===== config.mk =====
export PLATFORM = sky130hd
export DESIGN_NAME = imc_wb_initiator
export DESIGN_NICKNAME = d
export VERILOG_FILES = /design/src/rtl/imc_wb_defs.sv /design/src/rtl/imc_rsp_fifo.sv /design/src/rtl/imc_wb_initiator.sv
export SDC_FILE = /design/constraint.sdc
export NUM_CORES = 1
export LEC_CHECK = 0
export CAP_MARGIN = 0
export CORE_ASPECT_RATIO = 0.9
export CORE_MARGIN = 8
export CORE_UTILIZATION = 30
export DETAILED_ROUTE_END_ITERATION = 7
export DONT_BUFFER_PORTS = 1
export SLEW_MARGIN = 40
export SYNTH_ARGS = -nofsm -noshare
export SYNTH_HDL_FRONTEND = slang
export SYNTH_SLANG_ARGS = --single-unit
export TNS_END_PERCENT = 30

===== constraint.sdc =====
create_clock -name clk -period 19.9 [get_ports clk]
set_clock_uncertainty 0.05 [all_clocks]
set_input_delay 1.99 -clock clk [delete_from_list [all_inputs] [get_ports clk]]
set_output_delay 1.99 -clock clk [all_outputs]
set_load 0.01 [all_outputs]

===== src/rtl/imc_wb_defs.sv =====
// Shared definitions for the IMC Wishbone initiator: FSM encoding, error counter
// sizing and the wrapper address map used by the sequencer and the bench.
package imc_wb_defs;

  typedef enum logic [0:0] {
    ST_IDLE = 1'b0,
    ST_BUS  = 1'b1
  } wb_state_e;

  localparam int ERR_CNT_W = 8;
  localparam logic [ERR_CNT_W-1:0] ERR_CNT_MAX = '1;

  // Wrapper regions: input buffer, weight buffer, systolic array, output buffer
  localparam logic [31:0] REGION_MASK    = 32'hF000_0000;
  localparam logic [31:0] REGION_IB_BASE = 32'h1000_0000;
  localparam logic [31:0] REGION_WB_BASE = 32'h2000_0000;
  localparam logic [31:0] REGION_SA_BASE = 32'h3000_0000;
  localparam logic [31:0] REGION_OB_BASE = 32'h4000_0000;

  function automatic logic [ERR_CNT_W-1:0] err_sat_inc(input logic [ERR_CNT_W-1:0] v);
    return (v == ERR_CNT_MAX) ? v : v + ERR_CNT_W'(1);
  endfunction

endpackage


===== src/rtl/imc_rsp_fifo.sv =====
// Small response FIFO with combinational head; one extra pointer bit tells
// full from empty.
module imc_rsp_fifo #(
  parameter int WIDTH = 34,
  parameter int DEPTH = 4
) (
  input  logic             clk,
  input  logic             rst,
  input  logic             push_i,
  input  logic [WIDTH-1:0] push_data_i,
  input  logic             pop_i,
  output logic [WIDTH-1:0] head_o,
  output logic             full_o,
  output logic             empty_o
);

  localparam int PTR_W = $clog2(DEPTH);

  logic [PTR_W:0]   wr_ptr_q, wr_ptr_d;
  logic [PTR_W:0]   rd_ptr_q, rd_ptr_d;
  logic [WIDTH-1:0] mem_q [DEPTH];
  logic             push_ok;
  logic             pop_ok;

  assign empty_o = (wr_ptr_q == rd_ptr_q);
  assign full_o  = (wr_ptr_q[PTR_W] != rd_ptr_q[PTR_W]) &&
                   (wr_ptr_q[PTR_W-1:0] == rd_ptr_q[PTR_W-1:0]);
  assign push_ok = push_i && !full_o;
  assign pop_ok  = pop_i && !empty_o;
  assign head_o  = mem_q[rd_ptr_q[PTR_W-1:0]];

  always_comb begin
    wr_ptr_d = wr_ptr_q;
    rd_ptr_d = rd_ptr_q;
    if (push_ok) wr_ptr_d = wr_ptr_q + (PTR_W+1)'(1);
    if (pop_ok)  rd_ptr_d = rd_ptr_q + (PTR_W+1)'(1);
  end

  always_ff @(posedge clk or posedge rst) begin
    if (rst) begin
      wr_ptr_q <= '0;
      rd_ptr_q <= '0;
    end else begin
      wr_ptr_q <= wr_ptr_d;
      rd_ptr_q <= rd_ptr_d;
    end
  end

  // Entries are cleared on reset so the head reads zero while empty after reset
  for (genvar gi = 0; gi < DEPTH; gi++) begin : g_entry
    always_ff @(posedge clk or posedge rst) begin
      if (rst) begin
        mem_q[gi] <= '0;
      end else if (push_ok && (wr_ptr_q[PTR_W-1:0] == PTR_W'(gi))) begin
        mem_q[gi] <= push_data_i;
      end
    end
  end

endmodule


===== src/rtl/imc_wb_initiator.sv =====
// Wishbone classic single-transfer initiator: one bus cycle per accepted command,
// one response per command, timeout abort with a saturating error counter.
module imc_wb_initiator
  import imc_wb_defs::*;
#(
  parameter int WIDTH_WB_DATA  = 32,
  parameter int WIDTH_ADD      = 32,
  parameter int TIMEOUT_CYCLES = 64,
  parameter int RSP_DEPTH      = 4
) (
  input  logic                       clk,
  input  logic                       wb_rst_i,
  input  logic                       cmd_valid,
  output logic                       cmd_ready,
  input  logic                       cmd_we,
  input  logic [WIDTH_ADD-1:0]       cmd_addr,
  input  logic [WIDTH_WB_DATA-1:0]   cmd_wdata,
  output logic                       rsp_valid,
  input  logic                       rsp_ready,
  output logic [WIDTH_WB_DATA-1:0]   rsp_rdata,
  output logic                       rsp_we,
  output logic                       rsp_err,
  output logic                       wbm_cyc_o,
  output logic                       wbm_stb_o,
  output logic                       wbm_we_o,
  output logic [WIDTH_WB_DATA/8-1:0] wbm_sel_o,
  output logic [WIDTH_ADD-1:0]       wbm_adr_o,
  output logic [WIDTH_WB_DATA-1:0]   wbm_dat_o,
  input  logic [WIDTH_WB_DATA-1:0]   wbm_dat_i,
  input  logic                       wbm_ack_i,
  output logic                       busy,
  output logic [ERR_CNT_W-1:0]       err_count
);

  localparam int SEL_W = WIDTH_WB_DATA / 8;
  localparam int RSP_W = WIDTH_WB_DATA + 2;
  localparam int TO_W  = $clog2(TIMEOUT_CYCLES);
  localparam logic [TO_W-1:0] TO_LAST = TO_W'(TIMEOUT_CYCLES - 1);

  wb_state_e              state_q, state_d;
  logic                   cyc_q, cyc_d;
  logic                   we_q, we_d;
  logic [WIDTH_ADD-1:0]   adr_q, adr_d;
  logic [WIDTH_WB_DATA-1:0] dat_q, dat_d;
  logic [TO_W-1:0]        to_cnt_q, to_cnt_d;
  logic [ERR_CNT_W-1:0]   err_cnt_q, err_cnt_d;

  logic                   accept;
  logic                   bus_ack;
  logic                   bus_timeout;
  logic                   rsp_push;
  logic [WIDTH_WB_DATA-1:0] rsp_data;
  logic [RSP_W-1:0]       rsp_push_data;
  logic [RSP_W-1:0]       rsp_head;
  logic                   rsp_full;
  logic                   rsp_empty;

  always_ff @(posedge clk or posedge wb_rst_i) begin
    if (wb_rst_i) state_q <= ST_IDLE;
    else          state_q <= state_d;
  end

  always_comb begin
    state_d = state_q;
    unique case (state_q)
      ST_IDLE: if (cmd_valid && !rsp_full) state_d = ST_BUS;
      ST_BUS:  if (wbm_ack_i || (to_cnt_q == TO_LAST)) state_d = ST_IDLE;
      default: state_d = ST_IDLE;
    endcase
  end

  // Ack has priority over a timeout landing on the same edge
  always_comb begin
    cmd_ready   = 1'b0;
    busy        = 1'b0;
    bus_ack     = 1'b0;
    bus_timeout = 1'b0;
    unique case (state_q)
      ST_IDLE: cmd_ready = !rsp_full;
      ST_BUS: begin
        busy        = 1'b1;
        bus_ack     = wbm_ack_i;
        bus_timeout = !wbm_ack_i && (to_cnt_q == TO_LAST);
      end
      default: ;
    endcase
  end

  assign accept        = cmd_valid && cmd_ready;
  assign rsp_push      = bus_ack || bus_timeout;
  assign rsp_data      = (bus_ack && !we_q) ? wbm_dat_i : '0;
  assign rsp_push_data = {we_q, bus_timeout, rsp_data};

  always_comb begin
    cyc_d     = cyc_q;
    we_d      = we_q;
    adr_d     = adr_q;
    dat_d     = dat_q;
    to_cnt_d  = to_cnt_q;
    err_cnt_d = err_cnt_q;
    if (accept) begin
      cyc_d    = 1'b1;
      we_d     = cmd_we;
      adr_d    = cmd_addr;
      dat_d    = cmd_wdata;
      to_cnt_d = '0;
    end else if (rsp_push) begin
      cyc_d = 1'b0;
    end else if (busy) begin
      to_cnt_d = to_cnt_q + TO_W'(1);
    end
    if (bus_timeout) err_cnt_d = err_sat_inc(err_cnt_q);
  end

  always_ff @(posedge clk or posedge wb_rst_i) begin
    if (wb_rst_i) begin
      cyc_q     <= 1'b0;
      we_q      <= 1'b0;
      adr_q     <= '0;
      dat_q     <= '0;
      to_cnt_q  <= '0;
      err_cnt_q <= '0;
    end else begin
      cyc_q     <= cyc_d;
      we_q      <= we_d;
      adr_q     <= adr_d;
      dat_q     <= dat_d;
      to_cnt_q  <= to_cnt_d;
      err_cnt_q <= err_cnt_d;
    end
  end

  // A slot is always free for the in-flight command, so push never meets full
  imc_rsp_fifo #(
    .WIDTH (RSP_W),
    .DEPTH (RSP_DEPTH)
  ) u_rsp_fifo (
    .clk         (clk),
    .rst         (wb_rst_i),
    .push_i      (rsp_push),
    .push_data_i (rsp_push_data),
    .pop_i       (rsp_ready),
    .head_o      (rsp_head),
    .full_o      (rsp_full),
    .empty_o     (rsp_empty)
  );

  assign rsp_valid = !rsp_empty;
  assign {rsp_we, rsp_err, rsp_rdata} = rsp_head;

  assign wbm_cyc_o = cyc_q;
  assign wbm_stb_o = cyc_q;
  assign wbm_we_o  = we_q;
  assign wbm_sel_o = {SEL_W{cyc_q}};
  assign wbm_adr_o = adr_q;
  assign wbm_dat_o = dat_q;
  assign err_count = err_cnt_q;

endmodule

==> impl_metrics.yaml <==
die:
  fp-row-count: 63
  core_area_sq_mm: 0.0330
  dieArea_sq_mm: 0.0398
  initial_core_util_pct: 30.6
  die_y_um: 190
  ios: 218
  die-width_um: 209
synth:
  synth_top_family_by_area: "multiplexers"
  synthCells: 613
  netlist_area_sq_mm: 0.0101
  synth_warnings: 0
  yosys.area_share.xor_xnor_pct: 1.70
  synthMuxAreaShare_pct: 32.8
  async_reset_ff_share_pct: 100
  ys_ff_latch: 223
  synth_ff_type: "dfrtp_1"
  synthSimpleGateAreaFrac_pct: 4.78
  syn_nets: 722
  synth.distinct_cells: 38
  yosysSeqAreaShare_pct: 55.3
  synth_area_per_cell_sq_um: 16.5
  synth-compound-area-share_pct: 0.595
  synth-edff-count: 0
  synth_fa_ha_area_share_pct: 0.868
grt:
  met1_usage_pct: 14.0
  top_usage_layer: "met2"
  grt_usage_pct: 11.2
  met3_usage_pct: 3.49
  grt_max_degree: 90
  grt_first_pass_wirelength_um: 35300
  antenna_found_initial: 5
  grt_use_met2_pct: 18.6
  grt_remaining_overflow: 0
  grt_pass1_vias: 5496
timing:
  post-route-period-util_pct: 22.7
  fin_setup_tns_ns: 0
  grt_setup_unrepaired: "false"
  slew_violations: 0
  max_freq_mhz: 222
  fin_crit_ns: 4.51
  setup_viol: 0
  hold_viol_final: 0
  tightest_slew_ns: 0.724
  slew-limit-headroom_pct: 51.8
routing:
  vias: 5032
  drtPass1Iterations: 6
  initialDrtViolationCount: 264
  antenna_left: 0
  drc: 0
  avgRoutedWirePerCell_um: 21.4
  viasPerCell: 4.77
  wl_um: 22600
clock_tree:
  cts.clk_slew.worst_paths_ns: 0.06
  h-tree-depth: 1
  numCtsBuffers: 26
  cts-root-buf: "clkbuf_16"
  cts.path.max_buffers: 3
  cts_tree: "built"
  hold_buffers: 0
  cts_sinks: 223
  insertion_delay_ns: 0.53
  cts_resized: 0
  post_cts_buffers: 0
final_layout:
  final_util_pct: 34.0
  syn2layout_area_growth_pct: 11.3
  fillers: 3186
  nets: 722
  multi_input_area_sq_mm: 0.00413
  seqCellArea_sq_mm: 0.00558
  drive_above_1_share_pct: 48.1
setup_path:
  r2r_start: "u_rsp_fifo.rd_ptr_q[1]$_DFFE_PP0P_"
  crit_slowest_cell: "dfrtp_2"
  r2r-end: "wbm_adr_o[26]$_DFFE_PP0P_"
  worst_ep_required_time_ns: 17.86
  cpPeakStageDelay_ns: 0.70
  reg2reg_depth: 6
  worst-path-max-fanout: 23
  cp_data_arrival_time_ns: 2.47
  cp-end-kind: "output pin"
  start_kind: "flop"
  critical_path_class: "reg2out"
  reg2reg_setup_slack_ns: 16.05
  path_cells: "buf_4 -> xnor2_2 -> a31oi_1"
min_path:
  min_from: "u_rsp_fifo.mem_q[17]$_DFFE_PP0P_"
  hold_path_class: "reg2reg"
  hold_depth: 1
  min_to: "u_rsp_fifo.mem_q[17]$_DFFE_PP0P_"
power:
  ir_worst_vdd_mv: 0.0691
  p_leak_nw: 5.23
  p_per_area_mw_per_mm2: 167
job:
  max_cap_violations: 0
status:
  status: "completed"
placement:
  globalplace.congestion: 0.689
  io_buffers: 0
  dp_hpwl_um: 14300
-- logic make-up after synthesis --
logic type | Yosys count
flip-flops | 223
buffers and inverters | 41
AO/OA/AOI/OAI | 8
AND/OR/NAND/NOR | 77
multiplexers | 240
XOR/XNOR | 17
adder cells (fa/ha/maj) | 7
-- layer usage --
layer	up-vias	wire length (um)
met5	-	26
met4	4	623
met3	40	1360
met2	106	11100
met1	2672	9440
li1	2210	-
-- cell usage in the layout, fill, tap and decap left out, types with 4 or more instances in the layout --
master     synthesis  layout
dfrtp_1          223     221
mux2_2           141     141
mux2_4            62      62
and2_1            34      34
mux4_2            34      34
clkbuf_16          0      27
xnor2_1           11      11
nor2_1             9       8
ha_1               7       7
buf_4              8       7
clkbuf_1           4       6
nand2_1            5       5
nand3_1            5       5
clkbuf_8           0       5
nand3_2            4       4
nand4_1            4       4
and3_1             4       4
-- worst max-delay path by stage --
stage | endpoint | slack (ns) | from
detailed placement | cmd_ready | 15.82 | u_rsp_fifo.rd_ptr_q[1]$_DFFE_PP0P_
global route | cmd_ready | 15.17 | u_rsp_fifo.rd_ptr_q[1]$_DFFE_PP0P_
CTS | cmd_ready | 15.23 | u_rsp_fifo.rd_ptr_q[1]$_DFFE_PP0P_
finish | cmd_ready | 15.39 | u_rsp_fifo.rd_ptr_q[1]$_DFFE_PP0P_
floorplan | err_count[0]$_DFFE_PP0P_ | 11.75 | wb_rst_i
global placement | cmd_ready | 15.83 | u_rsp_fifo.rd_ptr_q[1]$_DFFE_PP0P_
-- metrics by stage --
| step | cells | total power, W | hold WS [ns] | area (sq um) | setup slack (ns) |
|---|---|---|---|---|---|
| 6_report | 1055 | 0.00188 | 0.441 | 11200 | 15.39 |
| 5_1_grt | 1055 | 0.00199 | 0.462 | 11200 | 15.17 |
| 4_1_cts | 1054 | 0.00192 | 0.451 | 11200 | 15.23 |
| 3_5_place_dp | 1007 | 0.00141 | 0.437 | 10300 | 15.82 |
| 3_3_place_gp | 1007 | 0.00139 | 0.432 | 10300 | 15.83 |
| 2_1_floorplan | 613 | 0.00130 | 0.409 | 10100 | 11.75 |
-- synthesized netlist by cell type (2+ instances only) --
cell      number  area, sq um
mux4_2        34          766
nand3_4        2         35.0
mux2i_1        2         20.0
and3_1         4         25.0
ha_1           7         87.6
clkbuf_1       4         15.0
inv_1          4         15.0
nand2_1        5         18.8
nand3_1        5         25.0
nor2_1         9         33.8
buf_12         7          140
o21ai_0        3         15.0
xor2_1         3         26.3
buf_4          8         60.1
nor3_1         2         10.0
xnor2_1       11         96.3
nand4_1        4         25.0
dfrtp_1      223         5580
nand3_2        4         40.0
nand2b_1       2         12.5
mux2_4        62          931
buf_2          6         30.0
buf_6         12          135
o211ai_1       2         15.0
mux2_2       141         1590
xnor2_2        2         32.5
and2_1        34          213
-- layout make-up --
| cell class | count | area share, % |
|---|---|---|
| sequential | 223 | 49.7 |
| multi-input combinational | 349 | 36.7 |
| clock buffer | 38 | 6.83 |
| tap | 422 | 4.70 |
| clock inverter | 9 | 1.15 |
| timing repair buffer | 9 | 0.668 |
| inverter | 4 | 0.201 |
| antenna | 1 | 0.0223 |
-- flip-flops by register name (all words and copies together), names as in the netlist --
register / flops
to_cnt_q: 6
wbm_adr_o: 32
wbm_cyc_o: 1
err_count: 8
u_rsp_fifo.rd_ptr_q: 3
state_q: 1
wbm_we_o: 1
u_rsp_fifo.wr_ptr_q: 3
u_rsp_fifo.mem_q: 136
wbm_dat_o: 32
-- worst max-delay path: cells and delay by family (launching register included) --
family | cells | cell delay (ns)
xor+xnor | 1 | 0.16
flops | 1 | 0.70
compound gates | 1 | 0.52
buf+inv | 1 | 0.53
-- power by group --
group          switching, W  internal [W]
Sequential         0.000179      0.000645
Combinational      0.000231      0.000328
Clock              0.000189      0.000305
Power figures use the tool's default switching activity.
